[config.mk]
export PLATFORM = sky130hd
export DESIGN_NAME = piso_serializer_flat
export DESIGN_NICKNAME = d
export VERILOG_FILES = /design/src/rtl/serdes_pkg.sv /design/src/rtl/piso_serializer_if.sv /design/src/rtl/piso_serializer_bit_counter.sv /design/src/rtl/piso_serializer.sv /design/src/flat_wrapper.sv
export SDC_FILE = /design/constraint.sdc
export NUM_CORES = 1
export LEC_CHECK = 0
export CAP_MARGIN = 25
export CORE_MARGIN = 4
export CORE_UTILIZATION = 41
export CTS_CLUSTER_SIZE = 30
export DETAILED_ROUTE_END_ITERATION = 10
export GPL_TIMING_DRIVEN = 0
export PLACE_DENSITY = 0.8
export SLEW_MARGIN = 20
export SYNTH_ARGS = -nofsm -noshare
export SYNTH_HDL_FRONTEND = slang
export SYNTH_SLANG_ARGS = --single-unit
[constraint.sdc]
create_clock -name clk -period 1.6 [get_ports clk]
set_input_delay 0.16 -clock clk [delete_from_list [all_inputs] [get_ports clk]]
set_output_delay 0.16 -clock clk [all_outputs]
set_load 0.1 [all_outputs]
[src/rtl/serdes_pkg.sv]
// Shared types and helpers for the serializer/deserializer link blocks.
// Contents: FSM state enum, the level driven on the line when idle, and the
//           bit-counter width helper.
package serdes_pkg;

   typedef enum logic [0:0] {
      IDLE  = 1'b0,
      SHIFT = 1'b1
   } state_e;

   // Level of ser_out whenever no frame bit is being driven; also used as the
   // fill bit shifted into the vacated end of the shift register.
   localparam logic IDLE_LEVEL = 1'b0;

   // Width of a counter that spans 0..width-1 (never narrower than one bit).
   function automatic int cnt_width(input int width);
      return (width < 2) ? 1 : $clog2(width);
   endfunction

endpackage

[src/rtl/piso_serializer_if.sv]
// Word-load handshake and serial output bundle of the PISO serializer.
// master: word producer that also observes the line; slave: the serializer.
// Signals: load_data/load_valid/load_ready, ser_out/ser_valid/ser_first/ser_last.
interface piso_serializer_if #(
   parameter int WIDTH = 8
);

   logic [WIDTH-1:0] load_data;
   logic             load_valid;
   logic             load_ready;
   logic             ser_out;
   logic             ser_valid;
   logic             ser_first;
   logic             ser_last;

   modport master (
      output load_data,
      output load_valid,
      input  load_ready,
      input  ser_out,
      input  ser_valid,
      input  ser_first,
      input  ser_last
   );

   modport slave (
      input  load_data,
      input  load_valid,
      output load_ready,
      output ser_out,
      output ser_valid,
      output ser_first,
      output ser_last
   );

endinterface

[src/rtl/piso_serializer_bit_counter.sv]
// Modulo-WIDTH up-counter tracking the position of the current frame bit.
// Ports: clk, reset_n (async, active-low), clear / load_zero / en (synchronous,
//        in that priority), count (registered), tc (count == WIDTH-1).
module piso_serializer_bit_counter
   import serdes_pkg::*;
#(
   parameter int WIDTH = 8,
   parameter int CW    = cnt_width(WIDTH)
) (
   input  logic          clk,
   input  logic          reset_n,
   input  logic          clear,
   input  logic          load_zero,
   input  logic          en,
   output logic [CW-1:0] count,
   output logic          tc
);

   localparam logic [CW-1:0] LAST = CW'(WIDTH - 1);

   logic [CW-1:0] count_q;
   logic [CW-1:0] count_d;

   always_comb begin
      count_d = count_q;
      if (clear || load_zero) begin
         count_d = '0;
      end else if (en) begin
         // Wrap explicitly so non-power-of-two widths never exceed WIDTH-1.
         count_d = (count_q == LAST) ? '0 : count_q + CW'(1);
      end
   end

   always_ff @(posedge clk or negedge reset_n) begin
      if (!reset_n) begin
         count_q <= '0;
      end else begin
         count_q <= count_d;
      end
   end

   assign count = count_q;
   assign tc    = (count_q == LAST);

endmodule

[src/rtl/piso_serializer.sv]
// Parallel-in/serial-out transmitter: takes a WIDTH-bit word on a valid/ready
// handshake and shifts it out one bit per ser_en strobe with first/last markers.
// Ports: clk, reset_n (async, active-low), clear (sync abort), ser_en (bit
//        strobe), bus (slave: load_* in/ready out, ser_* out). Latency: one
//        cycle from accept to first bit; back-to-back words leave no idle gap.
module piso_serializer
   import serdes_pkg::*;
#(
   parameter int WIDTH     = 8,
   parameter bit MSB_FIRST = 1'b1
) (
   input  logic              clk,
   input  logic              reset_n,
   input  logic              clear,
   input  logic              ser_en,
   piso_serializer_if.slave  bus
);

   localparam int CW = cnt_width(WIDTH);
   // Count value of the second-to-last bit: advancing from it lands on the
   // last bit, so ser_last is raised on that transition.
   localparam logic [CW-1:0] PENULT = CW'(WIDTH - 2);

   state_e           state_q,  state_d;
   logic [WIDTH-1:0] shreg_q,  shreg_d;
   logic             valid_q,  valid_d;
   logic             first_q,  first_d;
   logic             last_q,   last_d;

   logic [CW-1:0]    count;
   logic             tc;
   logic             load_ready;
   logic             accept;
   logic             advance;

   // Ready never looks at load_valid, so a producer may wait on it safely.
   assign load_ready = !clear && ((state_q == IDLE) || (tc && ser_en));
   assign accept     = bus.load_valid && load_ready;
   assign advance    = (state_q == SHIFT) && ser_en;

   piso_serializer_bit_counter #(
      .WIDTH (WIDTH),
      .CW    (CW)
   ) u_bit_counter (
      .clk       (clk),
      .reset_n   (reset_n),
      .clear     (clear),
      .load_zero (accept),
      .en        (advance),
      .count     (count),
      .tc        (tc)
   );

   always_comb begin
      state_d = state_q;
      shreg_d = shreg_q;
      valid_d = valid_q;
      first_d = first_q;
      last_d  = last_q;

      if (clear) begin
         state_d = IDLE;
         shreg_d = {WIDTH{IDLE_LEVEL}};
         valid_d = 1'b0;
         first_d = 1'b0;
         last_d  = 1'b0;
      end else if (accept) begin
         // Covers both a load from IDLE and the back-to-back load on the
         // final enabled bit of the previous frame.
         state_d = SHIFT;
         shreg_d = bus.load_data;
         valid_d = 1'b1;
         first_d = 1'b1;
         last_d  = 1'b0;
      end else if (advance) begin
         if (tc) begin
            state_d = IDLE;
            shreg_d = {WIDTH{IDLE_LEVEL}};
            valid_d = 1'b0;
            first_d = 1'b0;
            last_d  = 1'b0;
         end else begin
            // The outgoing bit always sits at the serial end of the register.
            if (MSB_FIRST) begin
               shreg_d = {shreg_q[WIDTH-2:0], IDLE_LEVEL};
            end else begin
               shreg_d = {IDLE_LEVEL, shreg_q[WIDTH-1:1]};
            end
            first_d = 1'b0;
            last_d  = (count == PENULT);
         end
      end
   end

   always_ff @(posedge clk or negedge reset_n) begin
      if (!reset_n) begin
         state_q <= IDLE;
         shreg_q <= '0;
         valid_q <= 1'b0;
         first_q <= 1'b0;
         last_q  <= 1'b0;
      end else begin
         state_q <= state_d;
         shreg_q <= shreg_d;
         valid_q <= valid_d;
         first_q <= first_d;
         last_q  <= last_d;
      end
   end

   // Idle clears the shift register, so the serial end reads IDLE_LEVEL then.
   assign bus.ser_out    = MSB_FIRST ? shreg_q[WIDTH-1] : shreg_q[0];
   assign bus.ser_valid  = valid_q;
   assign bus.ser_first  = first_q;
   assign bus.ser_last   = last_q;
   assign bus.load_ready = load_ready;

endmodule

[src/flat_wrapper.sv]
// flat-port wrapper written by rule: the top's interface ports become plain ports
module piso_serializer_flat import serdes_pkg::*;
#(
   parameter int WIDTH     = 8,
   parameter bit MSB_FIRST = 1'b1
)
  (clk, reset_n, clear, ser_en, bus_load_data, bus_load_valid, bus_load_ready, bus_ser_out, bus_ser_valid, bus_ser_first, bus_ser_last);
  piso_serializer_if #(.WIDTH(WIDTH)) bus_i ();
  input  logic clk;
  input  logic reset_n;
  input  logic clear;
  input  logic ser_en;
  input wire logic [$bits(bus_i.load_data)-1:0] bus_load_data;
  input wire logic [$bits(bus_i.load_valid)-1:0] bus_load_valid;
  output wire logic [$bits(bus_i.load_ready)-1:0] bus_load_ready;
  output wire logic [$bits(bus_i.ser_out)-1:0] bus_ser_out;
  output wire logic [$bits(bus_i.ser_valid)-1:0] bus_ser_valid;
  output wire logic [$bits(bus_i.ser_first)-1:0] bus_ser_first;
  output wire logic [$bits(bus_i.ser_last)-1:0] bus_ser_last;
  assign bus_i.load_data = bus_load_data;
  assign bus_i.load_valid = bus_load_valid;
  assign bus_load_ready = bus_i.load_ready;
  assign bus_ser_out = bus_i.ser_out;
  assign bus_ser_valid = bus_i.ser_valid;
  assign bus_ser_first = bus_i.ser_first;
  assign bus_ser_last = bus_i.ser_last;
  piso_serializer #(.WIDTH(WIDTH), .MSB_FIRST(MSB_FIRST)) u_core (.clk(clk), .reset_n(reset_n), .clear(clear), .ser_en(ser_en), .bus(bus_i));
endmodule
==> results.md <==
Cells and area:
- The utilization of the core after routing is a little over three fifths.
- The final layout contains 95 nets.
- The post-route netlist has ~33% of its cells at a drive strength greater than 1.
- The leading cell type in the layout, fill and taps excluded is sky130_fd_sc_hd__dfrtp_1.
- The finished cells cover ~970 sq um.
- The library cells used most frequently in the layout, excluding fill and tap cells, are sky130_fd_sc_hd__dfrtp_1 (13), sky130_fd_sc_hd__clkdlybuf4s50_1 (11), sky130_fd_sc_hd__and2_1 (6), sky130_fd_sc_hd__a221o_1 (6), sky130_fd_sc_hd__clkdlybuf4s15_2 (4).
- The count of antenna diodes in the layout is 0.
- The layout overhead on the synthesized area is 40.7%.
- For this run, the number of standard cells in the final layout without fillers is between 90 and 100.

Floorplan:
- The effective utilization at floorplan is between 40 and 50%.
- The die boundary width is 49.0 um.
- The initialized floorplan defines 14 standard-cell rows.
- The floorplan step defined a core boundary enclosing ~1500 sq um.
- The overall die height is roughly 50 um.
- The count of boundary I/O pins is 18.
- The die area is about 2400 sq um.

Placed design:
- The number of buffers inserted by port buffering is 16.
- OpenSTA, run right after detailed placement, puts the worst setup slack at -629 ps.
- Once detailed placement completed, the half-perimeter wirelength came to 965 um.
- Counting tap cells, the placed design contains a total of 88 instances.
- The final weighted congestion in routability-driven placement is 0.705.
- The total cell area at the placement stage is about 890 sq um.

Worst setup path:
- In this run the critical register-to-register path is launched from u_core.u_bit_counter.count[1].
- The worst flop-to-flop path endpoint is u_core.shreg_q[5].
- The largest fanout on the critical path is 10.
- The worst register-to-register path has a depth of 6.
- The sort of element at the start of the critical path is a flop.
- STA classifies the critical path endpoint as a flop.
- The termination of the worst setup path is u_core.shreg_q[5].
- The critical path data required time is between 1500 and 2000 ps.
- The startpoint-to-endpoint class of the critical path is flop to flop.
- Data on the critical path arrives at its endpoint at between 1500 and 2000 ps.
- The critical path starts at u_core.u_bit_counter.count[1].
- The flop-to-flop setup slack is -50 ps.

Clock tree:
- The clock edge transition at the registers on the reported setup and hold paths is roughly 90 ps.
- Buffers inserted to repair hold after CTS numbered 0.
- The number of buffers created by CTS is 3.
- The later pin in the worst-skew pair is clocked with a latency of 290 ps.
- The H-tree depth is 1.
- In this run the deepest clock path goes through 2 buffers.
- The number of sinks driven by the clock tree is 14.
- The root buffer cell is sky130_fd_sc_hd__clkbuf_4.
- TritonCTS built the clock tree.

Synth:
- The mean instance size in the synthesized netlist is roughly 12 sq um.
- The cell area after synthesis is 689 sq um.
- For this run, the number of Yosys warnings is 0.
- The number of standard cells after synthesis is 56.
- After synthesis, the netlist uses 24 different library cells.
- The sequential element share of the synthesized area is 50.8%.
- In this run, synthesis produced a sequential element count of 14.
- The number of nets handed over by synthesis was 72.

STA:
- The final-layout setup total negative slack is -211 ps.
- Setup violations remaining at the end of the flow were counted as 7.
- On the final layout, the worst hold slack is 115 ps.
- Setup repair after global routing could not meet its margin everywhere.
- The normalized max-slew margin is 54.1%.
- For the final database, setup skew stands at approximately 3.5 ps.
- Setup slack on the critical path of the routed design comes to -45.3 ps.
- The shortest period the worst path allows is between 1500 and 2000 ps.
- The timing-limited maximum frequency is about 610 MHz.
- The final max-slew violation count was 0.
- The hold violation total from the final report was 0.
- The actual transition at the worst max-transition pin is 687 ps.
- The final period utilization is 103%.

GRT:
- Entering global routing, the biggest net connects 15 pins.
- The wire length of the first global-routing pass is approximately 2400 um.
- The number of antenna violations at the first check in global routing is 0.
- The leftover overflow at the end of global routing is 0.
- The number of global-route vias before repair is 553.
- Across every metal layer, demand over resource in global routing totals roughly an eighth.

Worst hold path:
- The tightest min-delay check is of the input port to flop type.
- The worst hold path was traced through 2 stages.

Route:
- The aggregate routed wire length is 1340 um.
- Across all layers, the routed design uses 513 vias.
- The routed wire length per instance is 14.2 um.
- The number of DRC markers in iteration 0 is 5.
- The ratio of routed vias to standard cells is about 5.5.
- Before antenna repair, the detailed router went through 4 iterations.
- The detail route stage leaves a number of antenna-violating nets equal to 0.
- For this run, design rule violations remaining after detail routing come to 0.

Power and ir drop:
- For this design the static power due to leakage is around 0.45 nW.
- The total power is 818 uW.
- The power density over the cells is ~840 nW/um^2.
- VDD sags by at most 0.000573 V.

Run:
- The reported max-cap violation count is 0.

Run status:
- The checks that failed: setup timing.
- The flow ran to the end, but the final reports show violations.
==> routing by layer <==
layer | wire length (um) | share of wire [%] | GRT usage (%)
met3 | 91 | 6.8 | 3.36
met2 | 581 | 44 | 19.8
met5 | 0 | 0 | 0
met4 | 26 | 1.9 | 4.04
met1 | 635 | 48 | 16.3
==> worst min path at each step <==
stage	startpoint	end	slack [ps]
finish	clear	u_core.u_bit_counter.count[0]	120
global route	clear	u_core.u_bit_counter.count[0]	120
CTS	clear	u_core.u_bit_counter.count[0]	120
detailed placement	clear	u_core.u_bit_counter.count[0]	420
global placement	clear	u_core.u_bit_counter.count[0]	420
floorplan	reset_n	u_core.bus.ser_first	-140
==> power breakdown <==
group | switching, mW | internal (mW) | leakage, nW
sequential | 0.0115 | 0.373 | 0.187
clock | 0.124 | 0.139 | 0.0210
combinational | 0.100 | 0.0714 | 0.244
==> final cells by class <==
class                      instances  area, sq um
buffer                             2         18.8
clock buffer                       4         36.3
fill                             129          572
inverter                           2         7.51
multi-input combinational         38          343
sequential                        14          354
tap                               16         20.0
timing repair buffer              18          190
==> cell families after synthesis <==
logic type / count (synthesis) / share of synthesized area, %
compound gates: 13 / 19.4
fa+ha+maj: 3 / 5.45
buf+inv: 4 / 3.81
flops: 14 / 50.8
mux: 2 / 2.90
simple gates: 20 / 17.6
==> worst max-delay path, cell delays in order (launching register included) <==
cell and delay, ps:
sky130_fd_sc_hd__dfrtp_1 390, sky130_fd_sc_hd__ha_2 200, sky130_fd_sc_hd__ha_4 170, sky130_fd_sc_hd__a21boi_4 180, sky130_fd_sc_hd__nor3b_2 80, sky130_fd_sc_hd__buf_6 140, sky130_fd_sc_hd__a221o_1 350
==> registers in the layout, summed over array words and instances, names as in the netlist <==
register,cells
u_core.state_q,1
u_core.u_bit_counter.count,3
u_core.bus.ser_last,1
u_core.shreg_q,8
u_core.bus.ser_first,1
==> synth_stat cells (all sizes together) <==
master | number | area, sq um
dfrtp | 14 | 350
a221o | 7 | 71.3
and2 | 7 | 43.8
ha | 3 | 37.5
nor2 | 3 | 11.3
a21o | 2 | 16.3
buf | 2 | 18.8
inv | 2 | 7.51
mux2i | 2 | 20.0
nand2 | 2 | 7.51
nor3 | 2 | 10.0
a211oi | 1 | 12.5
a21boi | 1 | 18.8
a21oi | 1 | 5.00
a22o | 1 | 10.0
and4bb | 1 | 12.5
nand3b | 1 | 7.51
nor2b | 1 | 8.76
nor3b | 1 | 7.51
nor4 | 1 | 6.26
or3 | 1 | 6.26
==> timing repair <==
| action | CTS | global route |
|---|---|---|
| setup endpoints to repair | 13 | 9 |
| buffers inserted | 2 | 0 |
| pin swaps | 2 | 3 |
| cloned | 0 | 0 |
| resized for setup | 20 | 3 |
| endpoints found under the hold margin | 0 | 0 |
(Power assumes the default switching activity.)
